`config.mk`:
```
export PLATFORM = sky130hd
export DESIGN_NAME = apb_cmd_master
export DESIGN_NICKNAME = d
export VERILOG_FILES = /design/src/rtl/apb_master_pkg.sv /design/src/rtl/apb_timeout_cnt.sv /design/src/rtl/apb_cmd_master.sv
export SDC_FILE = /design/constraint.sdc
export NUM_CORES = 1
export LEC_CHECK = 0
export CAP_MARGIN = 0
export CELL_PAD_IN_SITES_DETAIL_PLACEMENT = 1
export CELL_PAD_IN_SITES_GLOBAL_PLACEMENT = 2
export CORE_MARGIN = 4
export CORE_UTILIZATION = 22
export CTS_CLUSTER_SIZE = 14
export DETAILED_ROUTE_END_ITERATION = 12
export PLACE_DENSITY_LB_ADDON = 0.15
export SETUP_SLACK_MARGIN = 0.15
export SYNTH_ARGS = -nofsm -noshare
export SYNTH_HDL_FRONTEND = slang
export SYNTH_SLANG_ARGS = --single-unit
```
`constraint.sdc`:
```
create_clock -name PCLK -period 1.4 [get_ports PCLK]
set_clock_uncertainty 0.05 [all_clocks]
set_input_delay 0.14 -clock PCLK [delete_from_list [all_inputs] [get_ports PCLK]]
set_output_delay 0.14 -clock PCLK [all_outputs]
set_load 0.1 [all_outputs]
```
`src/rtl/apb_master_pkg.sv`:
```
// apb_master_pkg
// Shared types and default widths for the APB command master.
//   state_e : transfer FSM state (IDLE, SETUP, ACCESS)
//   rsp_t   : response payload held while rsp_valid is high
// Optional feature macro used by the importing files: APB_MASTER_TIMEOUT_EN.
package apb_master_pkg;

  localparam int unsigned DEF_ADDR_W         = 32;
  localparam int unsigned DEF_DATA_W         = 32;
  localparam int unsigned DEF_TIMEOUT_CYCLES = 16;

  typedef enum logic [1:0] {
    IDLE   = 2'd0,
    SETUP  = 2'd1,
    ACCESS = 2'd2
  } state_e;

  // rdata is sized to the default data width; the master's DATA_W must not
  // exceed DEF_DATA_W.
  typedef struct packed {
    logic [DEF_DATA_W-1:0] rdata;
    logic                  err;
    logic                  timeout;
  } rsp_t;

endpackage

```
`src/rtl/apb_timeout_cnt.sv`:
```
// apb_timeout_cnt
// Counts ACCESS-phase wait cycles and flags the cycle on which the transfer
// has to be aborted. Only instantiated when APB_MASTER_TIMEOUT_EN is defined.
// Ports:
//   PCLK, PRESETn : clock, asynchronous active-low reset
//   clear         : restart the count (asserted while the master is in SETUP,
//                   so the count starts fresh on entry to ACCESS)
//   inc           : an ACCESS cycle with PREADY=0
//   expired       : this wait cycle is the TIMEOUT_CYCLES-th one
module apb_timeout_cnt #(
  parameter int unsigned TIMEOUT_CYCLES = 16
) (
  input  logic PCLK,
  input  logic PRESETn,
  input  logic clear,
  input  logic inc,
  output logic expired
);

  localparam int unsigned CNT_W = $clog2(TIMEOUT_CYCLES + 1);

  logic [CNT_W-1:0] cnt;

  always_ff @(posedge PCLK or negedge PRESETn) begin
    if (!PRESETn) begin
      cnt <= '0;
    end else if (clear) begin
      cnt <= '0;
    end else if (inc) begin
      cnt <= cnt + 1'b1;
    end
  end

  // cnt holds the number of wait cycles already seen, so the limit is hit
  // when the current wait cycle would make it TIMEOUT_CYCLES.
  assign expired = inc && (cnt == CNT_W'(TIMEOUT_CYCLES - 1));

endmodule

```
`src/rtl/apb_cmd_master.sv`:
```
// apb_cmd_master
// Single-outstanding APB3 master: one command in, one APB transfer out, one
// response back.
// Ports:
//   PCLK, PRESETn        : clock, asynchronous active-low reset
//   cmd_valid/cmd_ready  : command handshake; cmd_write, cmd_addr, cmd_wdata
//   rsp_valid/rsp_ready  : response handshake; rsp_rdata, rsp_err, rsp_timeout
//   PSELx, PENABLE, PWRITE, PADDR, PWDATA : registered APB request signals
//   PRDATA, PREADY, PSLVERR               : APB slave return signals
//   dbg_state            : current FSM state for observation
// Optional feature: define APB_MASTER_TIMEOUT_EN to abort ACCESS after
// TIMEOUT_CYCLES wait cycles; otherwise ACCESS waits for PREADY forever.
module apb_cmd_master
  import apb_master_pkg::*;
#(
  parameter int unsigned ADDR_W         = DEF_ADDR_W,
  parameter int unsigned DATA_W         = DEF_DATA_W,
  parameter int unsigned TIMEOUT_CYCLES = DEF_TIMEOUT_CYCLES
) (
  input  logic              PCLK,
  input  logic              PRESETn,
  input  logic              cmd_valid,
  output logic              cmd_ready,
  input  logic              cmd_write,
  input  logic [ADDR_W-1:0] cmd_addr,
  input  logic [DATA_W-1:0] cmd_wdata,
  output logic              rsp_valid,
  input  logic              rsp_ready,
  output logic [DATA_W-1:0] rsp_rdata,
  output logic              rsp_err,
  output logic              rsp_timeout,
  output logic              PSELx,
  output logic              PENABLE,
  output logic              PWRITE,
  output logic [ADDR_W-1:0] PADDR,
  output logic [DATA_W-1:0] PWDATA,
  input  logic [DATA_W-1:0] PRDATA,
  input  logic              PREADY,
  input  logic              PSLVERR,
  output state_e            dbg_state
);

  state_e state;
  rsp_t   rsp_q;
  logic   tmo_fire;

  // Handshakes: a transfer on either stream happens at the PCLK edge where
  // valid && ready are both high. The producer holds valid and its payload
  // stable until that edge; ready may depend combinationally on the other
  // stream (cmd_ready on rsp_ready) but never on its own stream's valid.
  assign cmd_ready = (state == IDLE) && (!rsp_valid || rsp_ready);

  assign rsp_rdata   = rsp_q.rdata[DATA_W-1:0];
  assign rsp_err     = rsp_q.err;
  assign rsp_timeout = rsp_q.timeout;
  assign dbg_state   = state;

`ifdef APB_MASTER_TIMEOUT_EN
  apb_timeout_cnt #(
    .TIMEOUT_CYCLES(TIMEOUT_CYCLES)
  ) u_timeout_cnt (
    .PCLK    (PCLK),
    .PRESETn (PRESETn),
    .clear   (state == SETUP),
    .inc     ((state == ACCESS) && !PREADY),
    .expired (tmo_fire)
  );
`else
  // No abort path in this build; the parameter has no effect.
  assign tmo_fire = (TIMEOUT_CYCLES == 0) & 1'b0;
`endif

  always_ff @(posedge PCLK or negedge PRESETn) begin
    if (!PRESETn) begin
      state     <= IDLE;
      PSELx     <= 1'b0;
      PENABLE   <= 1'b0;
      PWRITE    <= 1'b0;
      PADDR     <= '0;
      PWDATA    <= '0;
      rsp_valid <= 1'b0;
      rsp_q     <= '0;
    end else begin
      // A new response can never load while one is pending (single
      // outstanding), so clearing here cannot collide with the loads below.
      if (rsp_valid && rsp_ready) begin
        rsp_valid <= 1'b0;
      end

      case (state)
        IDLE: begin
          if (cmd_valid && cmd_ready) begin
            PADDR  <= cmd_addr;
            PWRITE <= cmd_write;
            PWDATA <= cmd_write ? cmd_wdata : '0;
            PSELx  <= 1'b1;
            state  <= SETUP;
          end
        end

        SETUP: begin
          PENABLE <= 1'b1;
          state   <= ACCESS;
        end

        ACCESS: begin
          // PREADY wins over a timeout firing on the same edge.
          if (PREADY) begin
            rsp_q.rdata   <= PWRITE ? '0 : DEF_DATA_W'(PRDATA);
            rsp_q.err     <= PSLVERR;
            rsp_q.timeout <= 1'b0;
            rsp_valid     <= 1'b1;
            PSELx         <= 1'b0;
            PENABLE       <= 1'b0;
            state         <= IDLE;
          end else if (tmo_fire) begin
            rsp_q.rdata   <= '0;
            rsp_q.err     <= 1'b1;
            rsp_q.timeout <= 1'b1;
            rsp_valid     <= 1'b1;
            PSELx         <= 1'b0;
            PENABLE       <= 1'b0;
            state         <= IDLE;
          end
        end

        default: begin
          state <= IDLE;
        end
      endcase
    end
  end

endmodule
```
Word-level counts from Yosys, hierarchy flattened
Cells that the tools add are included.

storage, ports and cells
  register bits after elaboration = 103
  input bits = 103
  logic and storage cells = 38

cells by class
  eq/ne operators = 4
  muxes and demuxes = 12
  reduce and logical (&&, ||, !) cells = 13

operator list
  operator              count
  $mux W32              2
  $reduce_and A2 Y1     4
  $pmux W2 S3           1
  $mux W1               5
  $mux W2               2
  $pmux W1 S2           2
  $reduce_bool A2 Y1    2
  $logic_and A1 B1 Y1   3
  $reduce_and A3 Y1     1
  $eq A2 B1 Y1 const B  1
  $eq A2 B2 Y1 const B  1
  $logic_not A2 Y1      1
  $ne A2 B1 Y1 const B  1
  $ne A2 B2 Y1 const B  1
  $logic_not A1 Y1      1
  $logic_or A1 B1 Y1    1

Logic depth before layout (Yosys ltp)
  word-level depth = 6
  gate-level depth with buffers = 6
  depth with buffers taken out = 4

Worst setup path after synthesis
No wires, ideal clock.

  kind = register to register
  from = register rsp_valid
  to = register PADDR[0]
  library setup time = 0.126 ns
  arrival time = 1.835 ns
  required time = 1.224 ns
  path slack = -0.611 ns
  stages on the path, launching flop included = 7
  cell sequence = dfrtp_1 nand2b_1 nand3_2 inv_2 buf_6 buf_8 mux2_4

on the way
  word-level cells in the longest chain between the ends = 5

ends and longest elaborated chain
  item                                line                   source
  from (decl)                         apb_cmd_master.sv:27   output logic rsp_valid,
  from (signal assigned)              apb_cmd_master.sv:81   rsp_valid <= 1'b0;
  from (signal assigned)              apb_cmd_master.sv:87   rsp_valid <= 1'b0;
  from (signal assigned)              apb_cmd_master.sv:112  rsp_valid <= 1'b1;
  $logic_not A1 Y1                    apb_cmd_master.sv:51   assign cmd_ready = (state == IDLE) && (!rsp_valid || rsp_ready);
  $logic_or A1 B1 Y1                  apb_cmd_master.sv:51
  $logic_and A1 B1 Y1                 apb_cmd_master.sv:51
  $logic_and A1 B1 Y1                 apb_cmd_master.sv:92   if (cmd_valid && cmd_ready) begin
  $reduce_and A2 Y1 (no source line)  -
  to (signal assigned)                apb_cmd_master.sv:93   PADDR <= cmd_addr;
  to (decl)                           apb_cmd_master.sv:35   output logic [ADDR_W-1:0] PADDR,

Every way passes these cells.
A chain may end at the register's enable or synchronous reset.

Worst setup path after layout
  from = register state[0], in the netlist dbg_state[0]
  to = register PADDR[10]

on the way
  word-level cells in the longest chain between the ends = 4

ends and longest elaborated chain
  item                                    line                                        source
  from (decl)                             apb_cmd_master.sv:43                        state_e state;
  from (signal assigned)                  apb_cmd_master.sv:75                        state <= IDLE;
  from (signal assigned)                  apb_cmd_master.sv:97                        state <= SETUP;
  from (signal assigned)                  apb_cmd_master.sv:103                       state <= ACCESS;
  $logic_not A2 Y1 (*)                    apb_cmd_master.sv:51, apb_cmd_master.sv:90
  $logic_and A1 B1 Y1                     apb_cmd_master.sv:51
  $logic_and A1 B1 Y1                     apb_cmd_master.sv:92
  $reduce_and A2 Y1 (no source line) (*)  -

Mark *: on every way between the ends. The rest lies on a longest branch, timed or not.

==> flow_summary_export.csv <==
group,metric,value,unit
status,status,"finished, violations left",
status,violations,"setup timing",
run,maxCapViolCount,0,
clocking,clk_path_buf_depth,2,
placement,portBuffers,206,
synthesis,ys_types,22,
placement,place_congestion,0.731,
synthesis,avgSynthCellArea,11.6,sq um
die,die_h,147,um
timing,final_hold_viol_count,0,
die,core,18900,sq um
synthesis,ys.warnings.count,0,
placement,dpl_cell_area,7870,sq um
synthesis,synth_compound_area_share,4.00,%
die,die_x,147,um
clocking,clk_pin_slew,0.08,ns
timing,fmax,0.645,GHz
clocking,h-tree-depth,3,
clocking,insertion_delay,0.35,ns
synthesis,async_reset_ff_share,100,%
clocking,cts_tree,"built",
timing,setup_viol,94,
critical_path,crit_type,"reg -> reg",
detailed_routing,drt_wl_total,14500,um
detailed_routing,ant_nets,0,
layout,layout-drive-gt1-share,35.4,%
synthesis,synthTopCellsByCount,"dfrtp_1, nand2_1, inv_1, nand2b_1, o21ai_0",
layout,post-route-util,45.5,%
synthesis,synth_edf_count,0,
grt,grt_max_degree,48,
layout,layout.nets,706,
die,initial_core_util,22.5,%
critical_path,cp-end-kind,"flop",
timing,rsz0062_at_grt,"yes",
detailed_routing,vias,3465,
die,die_area,21600,sq um
synthesis,ys.flop_type,"dfrtp_1",
detailed_routing,vias_per_cell,3.99,
synthesis,synth_simple_gate_area_share,11.6,%
grt,antenna_found_initial,1,
detailed_routing,route.detailed.drc,0,
layout,fillers,1929,
timing,post-route-period-util,111,%
die,rows,50,
critical_path,cp.required,1.58,ns
grt,overflow,0,
detailed_routing,wl_per_cell,16.7,um
min_path,hold_class,"in -> async",
synthesis,synth.top_cell.area_share,60.6,%
clocking,numCtsBuffers,9,
detailed_routing,drt_iter0_drc,114,
layout,fin_area,8600,sq um
timing,drv_slew,0,
timing,final.setup.worst_slack,-0.149,ns
grt,grt_pass1_wl,22100,um
synthesis,ys_seq_elements,103,
detailed_routing,drtPass1Iterations,4,
critical_path,critPathArrivalTime,1.73,ns
clocking,clockRootBuffer,"clkbuf_16",
grt,first_global_vias,3843,
synthesis,synth.most_common_cell,"dfrtp_1",
critical_path,startpoint_type,"flop",
synthesis,synth_cells,367,
layout,areaGrowthSynthToFinish,102,%
synthesis,synth-xor-area-share,0,%
synthesis,seq_area_frac_synth,60.6,%
synthesis,synth_mux_area_share,17.4,%
placement,post-dp-hpwl,10600,um
synthesis,synthAdderAreaFrac,0,%
synthesis,synth_top_family_by_area,"multiplexers",
synthesis,syn-num-nets,470,
critical_path,crit_fanout,7,
synthesis,synth_top_area_cell,"dfrtp_1",
timing,min_period,1.55,ns
synthesis,synth.cell_area,4260,sq um
layout,diodes,0,
synthesis,synthTopCellsByArea,"dfrtp_1, mux2i_1, mux2_2, nand2_1, nand2b_1",
clocking,cts.sinks,103,
die,pin_count,208,
grt,grtUsageTotal,13.0,%
[cell type report]
class                           count  area (sq um)  share of cell area, %
Clock inverter                      7          70.1                  0.815
Timing Repair Buffer              247          3710                   43.1
Multi-Input combinational cell    208          1540                   18.0
Sequential cell                   103          2590                   30.2
Tap cell                          260           325                   3.78
Clock buffer                        9           225                   2.62
Inverter                           34           133                   1.54
[path summary, 6_finish.rpt]
path | cells after the start | to | startpoint | slack [ns]
setup / recovery | 6 | PADDR[10]$_DFFE_PN0P_ | dbg_state[0]$_DFFE_PN0P_ | -0.15
hold / removal | 3 | rsp_rdata[29]$_DFFE_PN0P_ | PRESETn | 0.26
setup reg to reg | 6 | PADDR[10]$_DFFE_PN0P_ | dbg_state[0]$_DFFE_PN0P_ | -0.15
hold reg to reg | 2 | PSELx$_DFFE_PN0P_ | PSELx$_DFFE_PN0P_ | 0.48
max in group asynchronous | 4 | dbg_state[0]$_DFFE_PN0P_ | PRESETn | 0.67
min in group PCLK | 3 | rsp_rdata[24]$_DFFE_PN0P_ | PRDATA[24] | 0.28
[worst max-delay path, stage by stage (launching register included)]
cell and delay, ns:
dfrtp_4 0.49, nor2_4 0.15, nand3_4 0.10, clkinv_4 0.09
buf_12 0.12, buf_12 0.13, mux2_4 0.30
[stage by stage]
stage	hold slack (ns)	setup TNS (ns)	instances	worst slack [ns]
6_report	0.257	-6.65	868	-0.149
5_1_grt	0.288	-13.38	868	-0.206
4_1_cts	0.270	-7.14	852	-0.140
3_5_place_dp	0.0840	-14.78	833	-0.264
3_3_place_gp	0.0841	-14.11	833	-0.263
2_1_floorplan	-0.206	-13.45	367	-0.279
[metal layers]
layer	track usage [%]	share of wire, %	wire length, um	vias to the layer above
met3	6.20	8.9	1290	9
met5	0	0.089	13	-
met2	20.3	48	6990	129
met4	2.94	0.76	111	2
met1	16.3	42	6120	1692
li1	-	-	-	1633
[cells by family (layout without fill, tap and decap cells)]
group / after synthesis / after routing
other cells: 1 / 1
buf+inv: 56 / 297
mux: 67 / 67
simple gates: 106 / 106
flops: 103 / 103
compound gates: 34 / 34
[registers in the layout, summed over array words and instances, names as in the netlist]
name / count
rsp_err: 1
PWRITE: 1
rsp_rdata: 32
PENABLE: 1
rsp_valid: 1
dbg_state: 2
PSELx: 1
PADDR: 32
PWDATA: 32
[placed cells by master, fill, tap and decap left out, drive strengths merged, types with 3 or more instances in the layout]
cell type / netlist / routed
buf: 13 / 142
dfrtp: 103 / 103
clkdlybuf4s50: 0 / 101
nand2: 67 / 67
inv: 34 / 35
mux2: 35 / 35
nand2b: 33 / 33
o21ai: 33 / 33
mux2i: 32 / 32
clkbuf: 9 / 12
clkinv: 0 / 4
nor2: 3 / 3
[repair_timing]
item / in CTS / in global routing
gates cloned: 1 / 4
hold buffers: 1 / 0
endpoints found under the setup margin: 105 / 105
pin swaps: 1 / 2
gates resized for setup: 20 / 31
endpoints found under the hold margin: 103 / 0
buffers inserted: 1 / 12
Power is not shown: default switching activity piles up to over one toggle a cycle in this logic, so the estimate is an artifact.
